`config.mk`:
```
export PLATFORM = sky130hd
export DESIGN_NAME = prog_loader
export DESIGN_NICKNAME = d
export VERILOG_FILES = /design/src/rtl/prog_pkg.sv /design/src/rtl/prog_word_packer.sv /design/src/rtl/prog_loader.sv
export SDC_FILE = /design/constraint.sdc
export NUM_CORES = 1
export LEC_CHECK = 0
export ABC_AREA = 1
export BUFFER_PORTS_ARGS = -buffer_cell sky130_fd_sc_hd__buf_2
export CAP_MARGIN = 15
export CORE_UTILIZATION = 59
export CTS_CLUSTER_DIAMETER = 40
export DETAILED_ROUTE_END_ITERATION = 12
export HOLD_SLACK_MARGIN = 0.08
export PLACE_DENSITY = 0.9
export SETUP_SLACK_MARGIN = 0.02
export SLEW_MARGIN = 25
export SYNTH_ARGS = -nofsm -noshare
export SYNTH_HDL_FRONTEND = slang
export SYNTH_HIERARCHICAL = 1
export SYNTH_SLANG_ARGS = --single-unit
```
`constraint.sdc`:
```
create_clock -name clk -period 3.4 [get_ports clk]
set_clock_uncertainty 0.1 [all_clocks]
set_input_delay 0.34 -clock clk [delete_from_list [all_inputs] [get_ports clk]]
set_output_delay 0.34 -clock clk [all_outputs]
set_load 0.05 [all_outputs]
```
`src/rtl/prog_pkg.sv`:
```
`default_nettype none
// prog_pkg - shared types and constants for the program loader | rev 1.0
package prog_pkg;

   localparam int BYTES_PER_WORD = 4;
   localparam int INSTR_W        = 32;
   localparam int IDX_W          = $clog2(BYTES_PER_WORD);

   typedef enum logic [1:0] {
      ST_IDLE     = 2'd0,
      ST_ASSEMBLE = 2'd1,
      ST_WRITE    = 2'd2
   } state_t;

endpackage
`default_nettype wire

```
`src/rtl/prog_word_packer.sv`:
```
`default_nettype none
// prog_word_packer - little-endian byte-lane packer; o_full marks the lane that completes a word | rev 1.0
module prog_word_packer
   import prog_pkg::*;
(
   input  logic               clk,
   input  logic               rst_n,
   input  logic               i_clr,
   input  logic               i_load,
   input  logic [IDX_W-1:0]   i_idx,
   input  logic [7:0]         i_byte,
   output logic [INSTR_W-1:0] o_word,
   output logic               o_full
);

   logic [INSTR_W-1:0] r_word;

   always_ff @(posedge clk or negedge rst_n) begin
      if (!rst_n) begin
         r_word <= '0;
      end else if (i_clr) begin
         r_word <= '0;
      end else if (i_load) begin
         r_word[{i_idx, 3'b000} +: 8] <= i_byte;
      end
   end

   assign o_word = r_word;
   assign o_full = (i_idx == IDX_W'(BYTES_PER_WORD - 1));

endmodule
`default_nettype wire

```
`src/rtl/prog_loader.sv`:
```
`default_nettype none
// prog_loader - assembles UART bytes into instruction words and writes them to memory | rev 1.0
// Optional build macro PROG_LOADER_CHECKSUM_EN adds checksum[7:0] (XOR of accepted bytes).
module prog_loader
   import prog_pkg::*;
#(
   parameter int ADDR_W = 10
) (
   input  logic               clk,
   input  logic               rst_n,
   input  logic               start,
   input  logic               rx_dv,
   input  logic [7:0]         rx_byte,
   output logic               mem_we,
   output logic [ADDR_W-1:0]  mem_addr,
   output logic [INSTR_W-1:0] mem_wdata,
   input  logic               mem_ready,
   output logic [ADDR_W:0]    word_count,
   output logic               busy,
`ifdef PROG_LOADER_CHECKSUM_EN
   output logic [7:0]         checksum,
`endif
   output logic               overflow
);

   state_t             r_state, w_state_nxt;
   logic [IDX_W-1:0]   r_idx, w_idx_nxt;
   logic [7:0]         r_skid, w_skid_nxt;
   logic               r_skid_vld, w_skid_vld_nxt;
   logic [ADDR_W:0]    r_count, w_count_nxt;
   logic               r_ovf, w_ovf_nxt;
   logic               w_pk_load, w_pk_clr, w_pk_last;
   logic [7:0]         w_pk_byte;
   logic [INSTR_W-1:0] w_word;
   logic               w_mem_full;

   assign w_mem_full = r_count[ADDR_W];

   always_ff @(posedge clk or negedge rst_n) begin
      if (!rst_n) begin
         r_state    <= ST_IDLE;
         r_idx      <= '0;
         r_skid     <= '0;
         r_skid_vld <= 1'b0;
         r_count    <= '0;
         r_ovf      <= 1'b0;
      end else begin
         r_state    <= w_state_nxt;
         r_idx      <= w_idx_nxt;
         r_skid     <= w_skid_nxt;
         r_skid_vld <= w_skid_vld_nxt;
         r_count    <= w_count_nxt;
         r_ovf      <= w_ovf_nxt;
      end
   end

   // r_idx is zero in IDLE and WRITE, so the packer lane always follows r_idx.
   always_comb begin
      w_state_nxt    = r_state;
      w_idx_nxt      = r_idx;
      w_skid_nxt     = r_skid;
      w_skid_vld_nxt = r_skid_vld;
      w_count_nxt    = r_count;
      w_ovf_nxt      = r_ovf;
      w_pk_load      = 1'b0;
      w_pk_clr       = 1'b0;
      w_pk_byte      = rx_byte;

      if (start) begin
         w_state_nxt    = ST_IDLE;
         w_idx_nxt      = '0;
         w_skid_nxt     = '0;
         w_skid_vld_nxt = 1'b0;
         w_count_nxt    = '0;
         w_ovf_nxt      = 1'b0;
         w_pk_clr       = 1'b1;
      end else begin
         case (r_state)
            ST_IDLE: begin
               if (rx_dv) begin
                  w_pk_load   = 1'b1;
                  w_idx_nxt   = IDX_W'(1);
                  w_state_nxt = ST_ASSEMBLE;
               end
            end
            ST_ASSEMBLE: begin
               if (rx_dv) begin
                  w_pk_load = 1'b1;
                  if (w_pk_last) begin
                     w_idx_nxt = '0;
                     if (w_mem_full) begin
                        w_ovf_nxt   = 1'b1;
                        w_state_nxt = ST_IDLE;
                     end else begin
                        w_state_nxt = ST_WRITE;
                     end
                  end else begin
                     w_idx_nxt = r_idx + IDX_W'(1);
                  end
               end
            end
            ST_WRITE: begin
               if (mem_ready) begin
                  w_count_nxt = r_count + (ADDR_W + 1)'(1);
                  if (r_skid_vld) begin
                     w_pk_load      = 1'b1;
                     w_pk_byte      = r_skid;
                     w_skid_vld_nxt = 1'b0;
                     w_idx_nxt      = IDX_W'(1);
                     w_state_nxt    = ST_ASSEMBLE;
                     if (rx_dv) w_ovf_nxt = 1'b1;
                  end else if (rx_dv) begin
                     // Byte on the handshake cycle bypasses the skid straight into lane 0.
                     w_pk_load   = 1'b1;
                     w_idx_nxt   = IDX_W'(1);
                     w_state_nxt = ST_ASSEMBLE;
                  end else begin
                     w_state_nxt = ST_IDLE;
                  end
               end else if (rx_dv) begin
                  if (r_skid_vld) begin
                     w_ovf_nxt = 1'b1;
                  end else begin
                     w_skid_nxt     = rx_byte;
                     w_skid_vld_nxt = 1'b1;
                  end
               end
            end
            default: w_state_nxt = ST_IDLE;
         endcase
      end
   end

   prog_word_packer u_packer (
      .clk    (clk),
      .rst_n  (rst_n),
      .i_clr  (w_pk_clr),
      .i_load (w_pk_load),
      .i_idx  (r_idx),
      .i_byte (w_pk_byte),
      .o_word (w_word),
      .o_full (w_pk_last)
   );

   assign mem_we     = (r_state == ST_WRITE);
   assign mem_addr   = r_count[ADDR_W-1:0];
   assign mem_wdata  = w_word;
   assign word_count = r_count;
   assign busy       = (r_state != ST_IDLE);
   assign overflow   = r_ovf;

`ifdef PROG_LOADER_CHECKSUM_EN
   logic [7:0] r_chk;
   logic       w_accept;

   assign w_accept = rx_dv & ~start & ~((r_state == ST_WRITE) & r_skid_vld);

   always_ff @(posedge clk or negedge rst_n) begin
      if (!rst_n) begin
         r_chk <= '0;
      end else if (start) begin
         r_chk <= '0;
      end else if (w_accept) begin
         r_chk <= r_chk ^ rx_byte;
      end
   end

   assign checksum = r_chk;
`endif

endmodule
`default_nettype wire
```
Word-level counts from Yosys, hierarchy flattened
Cells that the tools add are included.
- add/subtract/negate cells: 3
- equal/unequal tests: 11
- shift operators: 2
- muxes and demuxes: 49
- reductions and logical operators: 16
- operator list (operator ; count):
    $mux 32 ; 2
    $mux 8 ; 8
    $mux 11 ; 3
    $bwmux 32 ; 1
    $shift 8x7->32 const A ; 1
    $shiftx 8x7->32 ; 1
    $mux 2 ; 12
    $mux 1 ; 19
    $ne 3x3->1 const B ; 4
    $pmux 2 s3 ; 2
    $add 11x1->11 const B ; 1
    $reduce_bool 2->1 ; 5
    $ne 3x2->1 const B ; 3
    $neg 5->7 ; 1
    $reduce_and 3->1 ; 2
    $reduce_and 6->1 ; 1
    $reduce_bool 3->1 ; 2
    $eq 2x2->1 const B ; 2
    $pmux 1 s2 ; 2
    $reduce_and 2->1 ; 2
    $reduce_and 4->1 ; 1
    $reduce_bool 4->1 ; 1
    $add 2x1->2 const B ; 1
    $eq 2x1->1 const B ; 1
    3 further kinds ; 3
- register bits: 57
- input bits: 13
- output and inout bits: 56
- word-level logic and storage cells: 88

Logic depth before layout (Yosys ltp)
Gate-level depths: netlist of the first run.
- depth after elaboration: 8
- mapped depth: 10
- depth with buffers taken out: 9

Modules after synthesis
The synthesis of the first run kept the hierarchy.
- modules (own cells, without submodules) (module ; times used ; cells an instance ; area each (um^2) ; seq. area each (um^2)):
    prog_loader ; 1 ; 257 ; 1742.9 ; 625.6
    prog_word_packer ; 1 ; 194 ; 1561.5 ; 800.8

Worst setup path before layout of the first run
Ideal clock, no wire load.
- path kind: register to register
- start point: reg r_state[0]
- end point: reg u_packer.r_word[10] (netlist: u_packer/o_word[10])
- library setup time: 0.123 ns
- data arrival time: 1.896 ns
- data required time: 3.177 ns
- slack: 1.281 ns
- cell stages (with the launch flop): 11
- buffers on the path: 1
- period minus slack after synthesis: 2.119 ns
- cells stage by stage: dfrtp_1 > inv_1 > ha_1 > clkbuf_1 > nand2_1 > a21oi_1 > nand2_1 > nand2_2 > inv_2 > nand2_1 > o21ai_1
- elaborated cells on any way between the ends: 13
- classes of those cells: eq/ne: 2; shift: 1; mux: 7; reduce/logical: 3
- RTL lines (what ; RTL line ; source):
    start: declaration ; prog_loader.sv:26 ; state_t r_state, w_state_nxt;
    start signal: assignment ; prog_loader.sv:48 ; r_state <= w_state_nxt;
    $eq 2x1->1 or $logic_not 2->1 (tied branches) ; prog_loader.sv:78 ; case (r_state)
    $reduce_or 2->1 (no line) ; n/a ;
    $pmux 1 s2 * ; prog_loader.sv:78 ;
    $mux 1 * ; prog_loader.sv:69 ; if (start) begin
    via w_pk_load ; prog_loader.sv:32 ; logic w_pk_load, w_pk_clr, w_pk_last;
    $reduce_bool 2->1 (no line) * ; n/a ;
    end signal: indexed assignment ; prog_word_packer.sv:24 ; r_word[{i_idx, 3'b000} +: 8] <= i_byte;
    end: declaration ; prog_word_packer.sv:16 ; logic [INSTR_W-1:0] r_word;
The timed path passes the listed nets; every way through them passes the cells marked *. The select of a mux whose other input is x is not followed.
A chain may end at the register's enable or synchronous reset.

Worst setup path in the final report of the first run
- start point: reg r_skid_vld
- end point: reg u_packer.r_word[9] (netlist: u_packer/o_word[9])
- elaborated cells on any way between the ends: 13
- classes of those cells: shift: 1; mux: 11; reduce/logical: 1
- RTL lines (what ; RTL line ; source):
    start: declaration ; prog_loader.sv:29 ; logic r_skid_vld, w_skid_vld_nxt;
    start signal: assignment ; prog_loader.sv:51 ; r_skid_vld <= w_skid_vld_nxt;
    $mux 1 ; prog_loader.sv:105 ; if (r_skid_vld) begin
    $mux 1 ; prog_loader.sv:103 ; if (mem_ready) begin
    $pmux 1 s2 ; prog_loader.sv:78 ;
    $mux 1 ; prog_loader.sv:69 ;
    via w_pk_load ; prog_loader.sv:32 ;
    $reduce_bool 2->1 (no line) ; n/a ;
The timed path passes the listed nets, and every way through them passes these cells. The select of a mux whose other input is x is not followed.

==> run metrics, run 1 <==
Max Used Layer met4; switching share of power 37.73%; largest net degree at the start of global routing 30; Post-CTS Resized 0; detailed-route DRC error count 0; slew margin rel. 56.88%; Antenna Cells 0; crit-path cells inv_1 -> nand2_1 -> nand3_1 -> a21oi_1 -> nand2_1 -> nand2_2 -> inv_2 -> nand2_1 -> o21ai_1; CTS buffer count 9; vias per cell 5.295; Setup-failing EPs final 0; Cell Pwr Density 608.2 nW/µm²; Design Area, Final 3896 µm²; Vias 3119; final WL 7773 µm; H-tree Lvls 3; worst slew pin tran 646.8 ps; CP most frequent cell nand2_1; Synth Instances 451; xor/xnor share of the synthesized area 0.2651%; DR pass1 iterations 5; FP Rows 26; hold slack final 264.2 ps; share of layout cells above drive strength 1 20.04%; area share of fa/ha/maj cells after synthesis 4.922%; Slew Limit Fails 0; WL/cell 13.20 µm; post-synthesis compound-gate area fraction 10.56%; RSZ-0062 raised after global routing false; Setup WS post-layout 1134 ps; Worst Setup End Kind flop; Seq pwr share 33.9%; Ports 69; Worst Hold Launch rx_dv; Worst VDD drop 509.4 µV; synth unique cells 25; Initial Util 63.09%; post-synthesis sequential area ratio 43.17%; Worst path slowest cell dfrtp_1; Final nets 540; GRT overflow 0; die area 5904 µm²; Placer Congestion 0.9089; # port buffers 68; clk buf depth 2; dpl hpwl 5636 µm; gr usage total 28.99%; CTS tree yes; Critical Path Start r_skid_vld; clock share of power 35.1%; CORE AREA 5238 µm²; routed wl met2 3625 µm; YS warnings 6; switching power of the nets 894.0 µW; Hold WC Path Type in2reg; power share of the combinational group 31.0%; post-synthesis simple-gate area fraction 30.48%; Seq cells post-synth 57; LEAKAGE 2.186 nW; CP Data Required Time 3530 ps; clk_lat worst skew 350 ps; max-cap violations 0; met3 wire length 454 µm; P_int 1.476 mW; post-synthesis mux area share 0%; Buf/Inv on CP 2; CTS root buffer clkbuf_8; R2R Path Start r_skid_vld; area grow syn2layout 17.91%; clk sink count 57; clock slew at the register clock pins of the worst setup and hold paths 70 ps; status complete, no violations; initial antenna violation count 0; Hold Fails Final Rpt 0; fmax 0.4414 GHz; post-route ant nets 0; Die X 76.84 µm; Mapped Area 3304 µm²; Crit path max-delay family flip-flops; largest family of logic cells by synthesized area simple AND/OR/NAND/NOR gates; Synthesized Nets 477; M1 wire length 3560 µm; Setup Crit Path Kind reg2reg; first-pass GRT wire length 13410 µm; cell area after placement 3623 µm²; period utilization 66.64%; crit path DAT 2390 ps; Worst setup SP type flop; pre-CTS setup slack 1103 ps; crit path time final 2266 ps; max incr delay on CP 660 ps; Die Height 76.84 µm; setup_tns 0 ps; Syn Area/Cell 7.327 µm²; drt initial violations 206; vias in the first global route 2918; Worst Path Max Fanout 18
==> cells in the final DEF (no fill, tap or decap), drive strengths merged <==
cell type,instances
a21oi,16
o31ai,1
nand3,42
clkinv,1
o21bai,1
nor2,36
nand4,7
nor3,2
bufinv,3
inv,58
dfrtp,57
xnor2,1
buf,70
ha,13
dlygate4sd3,1
clkbuf,12
o21ai,46
o22ai,1
clkinvlp,1
nand2,150
==> synth_stat cells <==
library cell / number / area (µm²)
o21bai_1: 1 / 7.510
nor2_2: 2 / 12.51
a21oi_1: 15 / 75.07
inv_1: 53 / 198.9
o22ai_1: 1 / 6.260
nor3_1: 2 / 10.01
o21ai_0: 38 / 190.2
buf_2: 6 / 30.03
nand4_1: 7 / 43.79
nor2_1: 30 / 112.6
a21oi_2: 1 / 8.760
xnor2_1: 1 / 8.760
nand2_2: 4 / 25.02
clkinv_4: 1 / 8.760
o21ai_1: 8 / 40.04
nand2_1: 146 / 548.0
nor2_4: 4 / 45.04
ha_1: 13 / 162.7
nand3_1: 42 / 210.2
o31ai_4: 1 / 21.27
clkbuf_1: 2 / 7.510
dfrtp_1: 57 / 1426
buf_6: 1 / 11.26
inv_2: 5 / 18.77
buf_4: 10 / 75.07
==> kinds of logic after synthesis <==
kind of cell,Yosys count
XOR/XNOR,1
AND/OR/NAND/NOR,237
buffers and inverters,78
adder cells (fa/ha/maj),13
flip-flops,57
AO/OA/AOI/OAI,65
==> timing repair <==
item / CTS / global route
hold endpoints to repair: 28 / 0
hold buffers: 1 / 0
endpoints found under the setup margin: 0 / 0
setup buffers: 0 / 0
==> layout make-up <==
cell class              instances  area (µm²)
multi-input cells             316        1528
flip-flops and latches         57        1426
fillers                       404        1341
repair buffers                 71       365.4
inverters                      59       226.5
clock buffers                  12       165.2
clock inverters                 4       97.59
well taps                      70       87.58
==> final timing paths <==
| kind | cells past startpoint | slack, ps | to |
|---|---|---|---|
| max | 9 | 1130 | u_packer/o_word[9] |
| min | 5 | 260 | r_idx[0] |
| max reg2reg | 9 | 1130 | u_packer/o_word[9] |
| min reg2reg | 2 | 370 | u_packer/o_word[4] |
| max in group asynchronous | 3 | 1930 | r_skid[6] |
| min in group asynchronous | 2 | 450 | r_state[1] |
==> flip-flops by register name, summed over array words and instances (netlist names) <==
name / count
overflow: 1
r_skid_vld: 1
r_state: 2
word_count: 11
r_skid: 8
u_packer/o_word: 32
r_idx: 2
==> worst min-delay path, cell delays in order <==
cell	delay, ps
buf_2	110
o21ai_0	80
nand2_1	60
nand2_1	40
nand2_1	50
==> routing by layer <==
layer | vias up | global-route usage, %
li1 | 1546 | -
met4 | 0 | 11.73
met1 | 1444 | 39.39
met3 | 17 | 6.429
met5 | - | 0
met2 | 112 | 44.91
==> metrics by stage <==
stage,std cells,util [%],total power [mW]
after global routing,589,74.39,2.509
final,589,74.39,2.370
after global placement,572,69.18,1.514
after detailed placement,572,69.18,1.532
after CTS,589,74.39,2.373
after floorplan,451,-,1.379
==> power groups by stage <==
| stage | Combinational [mW] | Sequential (mW) | Clock (mW) |
|---|---|---|---|
| final | 0.735 | 0.803 | 0.832 |
| after floorplan | 0.509 | 0.869 | 0 |
| after global placement | 0.705 | 0.810 | 0 |
| after CTS | 0.731 | 0.802 | 0.840 |
| after detailed placement | 0.719 | 0.813 | 0 |
| after global routing | 0.822 | 0.812 | 0.875 |
Note: power is estimated with default switching activity, not from simulation.
==> run 2: changes to the inputs <==
CORE_UTILIZATION = 55   (was 59)
PLACE_DENSITY = 0.85   (was 0.9)
clock period = 2.11 ns   (was 3.4 ns; I/O delays follow)
==> run 2 against run 1 <==
  * Combinational power grew 74%
  * Sequential share of layout area decreased by 0.12 points
  * Cell count is 1.4% higher
  * Total power grew 53%
  * Via count up 0.99%
  * Critical path type unchanged
  * Largest power group is now combinational cells
  * Highest routed layer unchanged
==> run metrics, run 2 (synthesis gave the netlist of run 1 again) <==
status complete, no violations; R2R Path Start r_state[1]; Die Height 79.51 µm; routed wl met2 3717 µm; first-pass GRT wire length 12810 µm; Final nets 546; total power draw 3.628 mW; share of layout cells above drive strength 1 21.14%; Hold WC Path Type in2reg; CTS buffer count 9; Worst VDD drop 493.8 µV; WL/cell 12.98 µm; Hold Fails Final Rpt 0; vias in the first global route 2880; register area 1426 µm²; final WL 7748 µm; worst slew pin tran 720.3 ps; Antenna Cells 0; final core occ 69.28%; initial antenna violation count 0; Die X 79.51 µm; crit path DAT 2110 ps; period utilization 91.96%; FP Rows 27; max-cap violations 0; Placer Congestion 0.9361; area occupied by multi-input gates 1544 µm²; dpl hpwl 5557 µm; FF-to-FF End u_packer/o_word[21]; Worst R2R Path Depth 8; Cell Pwr Density 928.1 nW/µm²; clk_lat worst skew 330 ps; area grow syn2layout 18.29%; R2R Setup Slk 170 ps; GRT overflow 0; Worst setup SP type flop; H-tree Lvls 3; leading cell types in the layout, fill and taps excluded nand2_1, buf_2, dfrtp_1; crit path time final 1940 ps; fmax 0.5154 GHz; M1 wire length 3409 µm; met3 wire length 470 µm; gr usage total 26.32%; LEAKAGE 2.184 nW; Vias 3150; RSZ-0062 raised after global routing false; CTS root buffer clkbuf_8; critical path endpoint u_packer/o_word[21]; Slew Limit Fails 0; post-route ant nets 0; detailed-route DRC error count 0; Max Used Layer met4; DR pass1 iterations 5; CTS tree yes; Critical Path Start r_state[1]; vias per cell 5.276; drt initial violations 312; die area 6322 µm²; slew margin rel. 51.98%; Worst Path Max Fanout 8; CP Data Required Time 2280 ps; fillcell total 456; largest net degree at the start of global routing 58; setup_tns 0 ps; Setup-failing EPs final 0; commonest non-fill, non-tap cell in the layout nand2_1; Ports 69; max FFs per register 32; clk buf depth 2; Initial Util 58.57%; Worst Setup End Kind flop; Setup Crit Path Kind reg2reg; CORE AREA 5642 µm²; # port buffers 68; clk sink count 57; clock slew at the register clock pins of the worst setup and hold paths 70 ps
run 2: timing repair:
item	CTS	global route
endpoints found under the setup margin	0	20
buffers inserted	0	1
hold buffers	1	0
hold endpoints to repair	57	0
resized for setup	0	4
run 2: worst min path at each step:
stage | start | endpoint | slack [ps] | depth (start not counted)
global route | rx_dv | r_idx[0] | 220 | 5
floorplan | rst_n | overflow | -180 | 0
CTS | rx_dv | r_idx[0] | 150 | 5
finish | rx_dv | r_idx[0] | 170 | 5
global placement | rst_n | overflow | 290 | 2
detailed placement | rst_n | overflow | 300 | 2
run 2: layer usage:
layer  vias to the layer above  track usage (%)
li1                       1561                -
met3                        15            3.771
met4                         0            12.55
met2                       130            42.39
met5                         -                0
met1                      1444            34.74
run 2: worst max-delay path, cell delays in order, from the launching register on:
cell and delay (ps):
dfrtp_1 390, inv_1 110, ha_1 260, o21ai_1 250, a21oi_4 120, buf_4 150
a21oi_2 320, nand2_1 90, nand2_1 90
run 2: per-stage QoR:
step / cells / hold WS [ps] / worst slack, ps / instance area, µm²
2_1_floorplan: 451 / -184.6 / 101.3 / 3308
6_report: 597 / 166.1 / 169.6 / 3909
4_1_cts: 596 / 149.9 / 98.53 / 3889
3_3_place_gp: 579 / 289.1 / 239.5 / 3667
3_5_place_dp: 579 / 298.9 / 125.9 / 3667
5_1_grt: 597 / 217.0 / 55.04 / 3909
run 2: final cells by class:
| cell class | instances | area share, % |
|---|---|---|
| timing repair buffer | 77 | 10.50 |
| sequential | 57 | 36.49 |
| inverter | 59 | 5.794 |
| clock inverter | 5 | 2.049 |
| clock buffer | 11 | 3.361 |
| multi-input combinational | 316 | 39.50 |
| tap | 72 | 2.305 |
run 2: power by group:
group	switching [mW]	total [mW]	leakage, nW	internal (mW)
Combinational	0.932	1.28	1.30	0.351
Clock	0.435	1.10	0.0995	0.663
Sequential	0.0634	1.25	0.781	1.18
Total	1.43	3.63	2.18	2.20
==> run 3: changes to the inputs <==
clock period = 2.13 ns   (was 2.11 ns; I/O delays follow)
==> run 3 against run 2 <==
  * Critical path depth rose by 1
  * Non-clock buffer count did not move
  * Hold slack got worse by 5.4 ps
  * Global-route usage rose by 0.64 points
==> run metrics, run 3 (synthesis gave the netlist of run 1 again) <==
final WL 7942 µm; leading cell types in the layout, fill and taps excluded nand2_1, buf_2, dfrtp_1; Placer Congestion 0.9471; CP Data Required Time 2250 ps; Hold Fails Final Rpt 0; CP most frequent cell nand2_1; crit path DAT 2090 ps; dpl hpwl 5715 µm; Ports 69; clk sink count 57; worst slew pin tran 665.4 ps; Vias 3204; Seq pwr share 33.4%; drt initial violations 286; WL/cell 13.30 µm; pre-CTS setup slack 150.1 ps; fillcell total 470; status complete, no violations; Antenna Cells 0; Design Area, Final 3946 µm²; post-route ant nets 0; initial antenna violation count 0; Buf/Inv on CP 2; die area 6322 µm²; Crit path max-delay family simple AND/OR/NAND/NOR gates; # port buffers 68; clock share of power 32.5%; clk_lat worst skew 340 ps; area occupied by multi-input gates 1541 µm²; Worst setup SP type flop; Worst Setup End Kind flop; vias in the first global route 2919; detailed-route DRC error count 0; CTS tree yes; max-cap violations 0; Hold WC Path Type in2reg; FP Rows 27; CORE AREA 5642 µm²; Worst VDD drop 581.1 µV; largest net degree at the start of global routing 30; switching share of power 38.55%; commonest non-fill, non-tap cell in the layout nand2_1; fmax 0.5090 GHz; clk buf depth 2; RSZ-0062 raised after global routing false; Die X 79.51 µm; Cell Pwr Density 938.0 nW/µm²; area grow syn2layout 19.42%; vias per cell 5.367; crit-path cells inv_1 -> ha_1 -> nand2_1 -> a21oi_2 -> nand2_1 -> nand2_4 -> inv_2 -> nand2_1 -> o21ai_1; setup_tns 0 ps; DR pass1 iterations 5; clock slew at the register clock pins of the worst setup and hold paths 70 ps; Die Height 79.51 µm; LEAKAGE 2.213 nW; Slew Limit Fails 0; power share of the combinational group 34.1%; Worst path slowest cell dfrtp_1; crit path time final 1965 ps; register area 1426 µm²; switching power of the nets 1.427 mW; slew margin rel. 55.64%; GRT overflow 0; CTS root buffer clkbuf_8; CTS buffer count 9; gr usage total 26.96%; Setup WS post-layout 165.4 ps; P_int 2.275 mW; share of layout cells above drive strength 1 21.52%; period utilization 92.24%; cell area after placement 3680 µm²; max FFs per register 32; first-pass GRT wire length 13130 µm; Final nets 546; H-tree Lvls 3; max incr delay on CP 420 ps; Initial Util 58.57%; Worst Path Max Fanout 9; Setup-failing EPs final 0; Setup Crit Path Kind reg2reg
-- run 3: timing repair --
item,4_1_cts,5_1_grt
hold buffers,1,0
endpoints found under the hold margin,28,0
gates resized for setup,0,3
buffers inserted,0,1
endpoints found under the setup margin,0,16
-- run 3: worst register-to-register path, cell delays in order (launching register included) --
cell     delay (ps)
dfrtp_1         420
inv_1           140
ha_1            280
nand2_1          90
a21oi_2         310
nand2_1         160
nand2_4         140
inv_2            90
nand2_1          70
o21ai_1          60
-- run 3: area by class of cell --
| type | instances | share of cell area (%) |
|---|---|---|
| Multi-Input combinational cell | 316 | 39.06 |
| Sequential cell | 57 | 36.14 |
| Timing Repair Buffer | 77 | 10.72 |
| Inverter | 59 | 5.739 |
| Clock buffer | 12 | 4.185 |
| Tap cell | 72 | 2.283 |
| Clock inverter | 4 | 1.871 |
-- run 3: path summary, 6_finish.rpt --
| path | slack, ps | from | endpoint | cells past startpoint |
|---|---|---|---|---|
| max | 170 | r_state[0] | u_packer/o_word[14] | 9 |
| min | 160 | rx_dv | r_idx[0] | 5 |
| max reg2reg | 170 | r_state[0] | u_packer/o_word[14] | 9 |
| min reg2reg | 370 | u_packer/o_word[3] | u_packer/o_word[3] | 2 |
| max in group asynchronous | 1010 | rst_n | r_skid[5] | 3 |
| min in group asynchronous | 350 | rst_n | r_state[0] | 2 |
-- run 3: metal layers --
| layer | GRT usage, % | part of all wire (%) |
|---|---|---|
| met5 | 0 | 0 |
| met1 | 36.33 | 44 |
| met4 | 10.91 | 1.6 |
| met3 | 4.800 | 6.2 |
| met2 | 42.82 | 48 |
-- run 3: per-stage QoR --
stage	utilization, %	power [mW]	instances	hold WS (ps)
after floorplan	-	2.204	451	-182.6
after detailed placement	65.23	2.480	579	190.8
after global placement	65.23	2.446	579	174.5
after CTS	69.64	3.683	596	153.9
after global routing	69.95	3.900	597	201.1
final	69.95	3.701	597	160.7
-- run 3: power groups by stage --
| stage | logic (mW) | registers [mW] | clock network [mW] |
|---|---|---|---|
| floorplan | 0.817 | 1.39 | 0 |
| global placement | 1.20 | 1.25 | 0 |
| detailed placement | 1.23 | 1.25 | 0 |
| CTS | 1.23 | 1.24 | 1.21 |
| global route | 1.39 | 1.25 | 1.26 |
| finish | 1.26 | 1.24 | 1.20 |
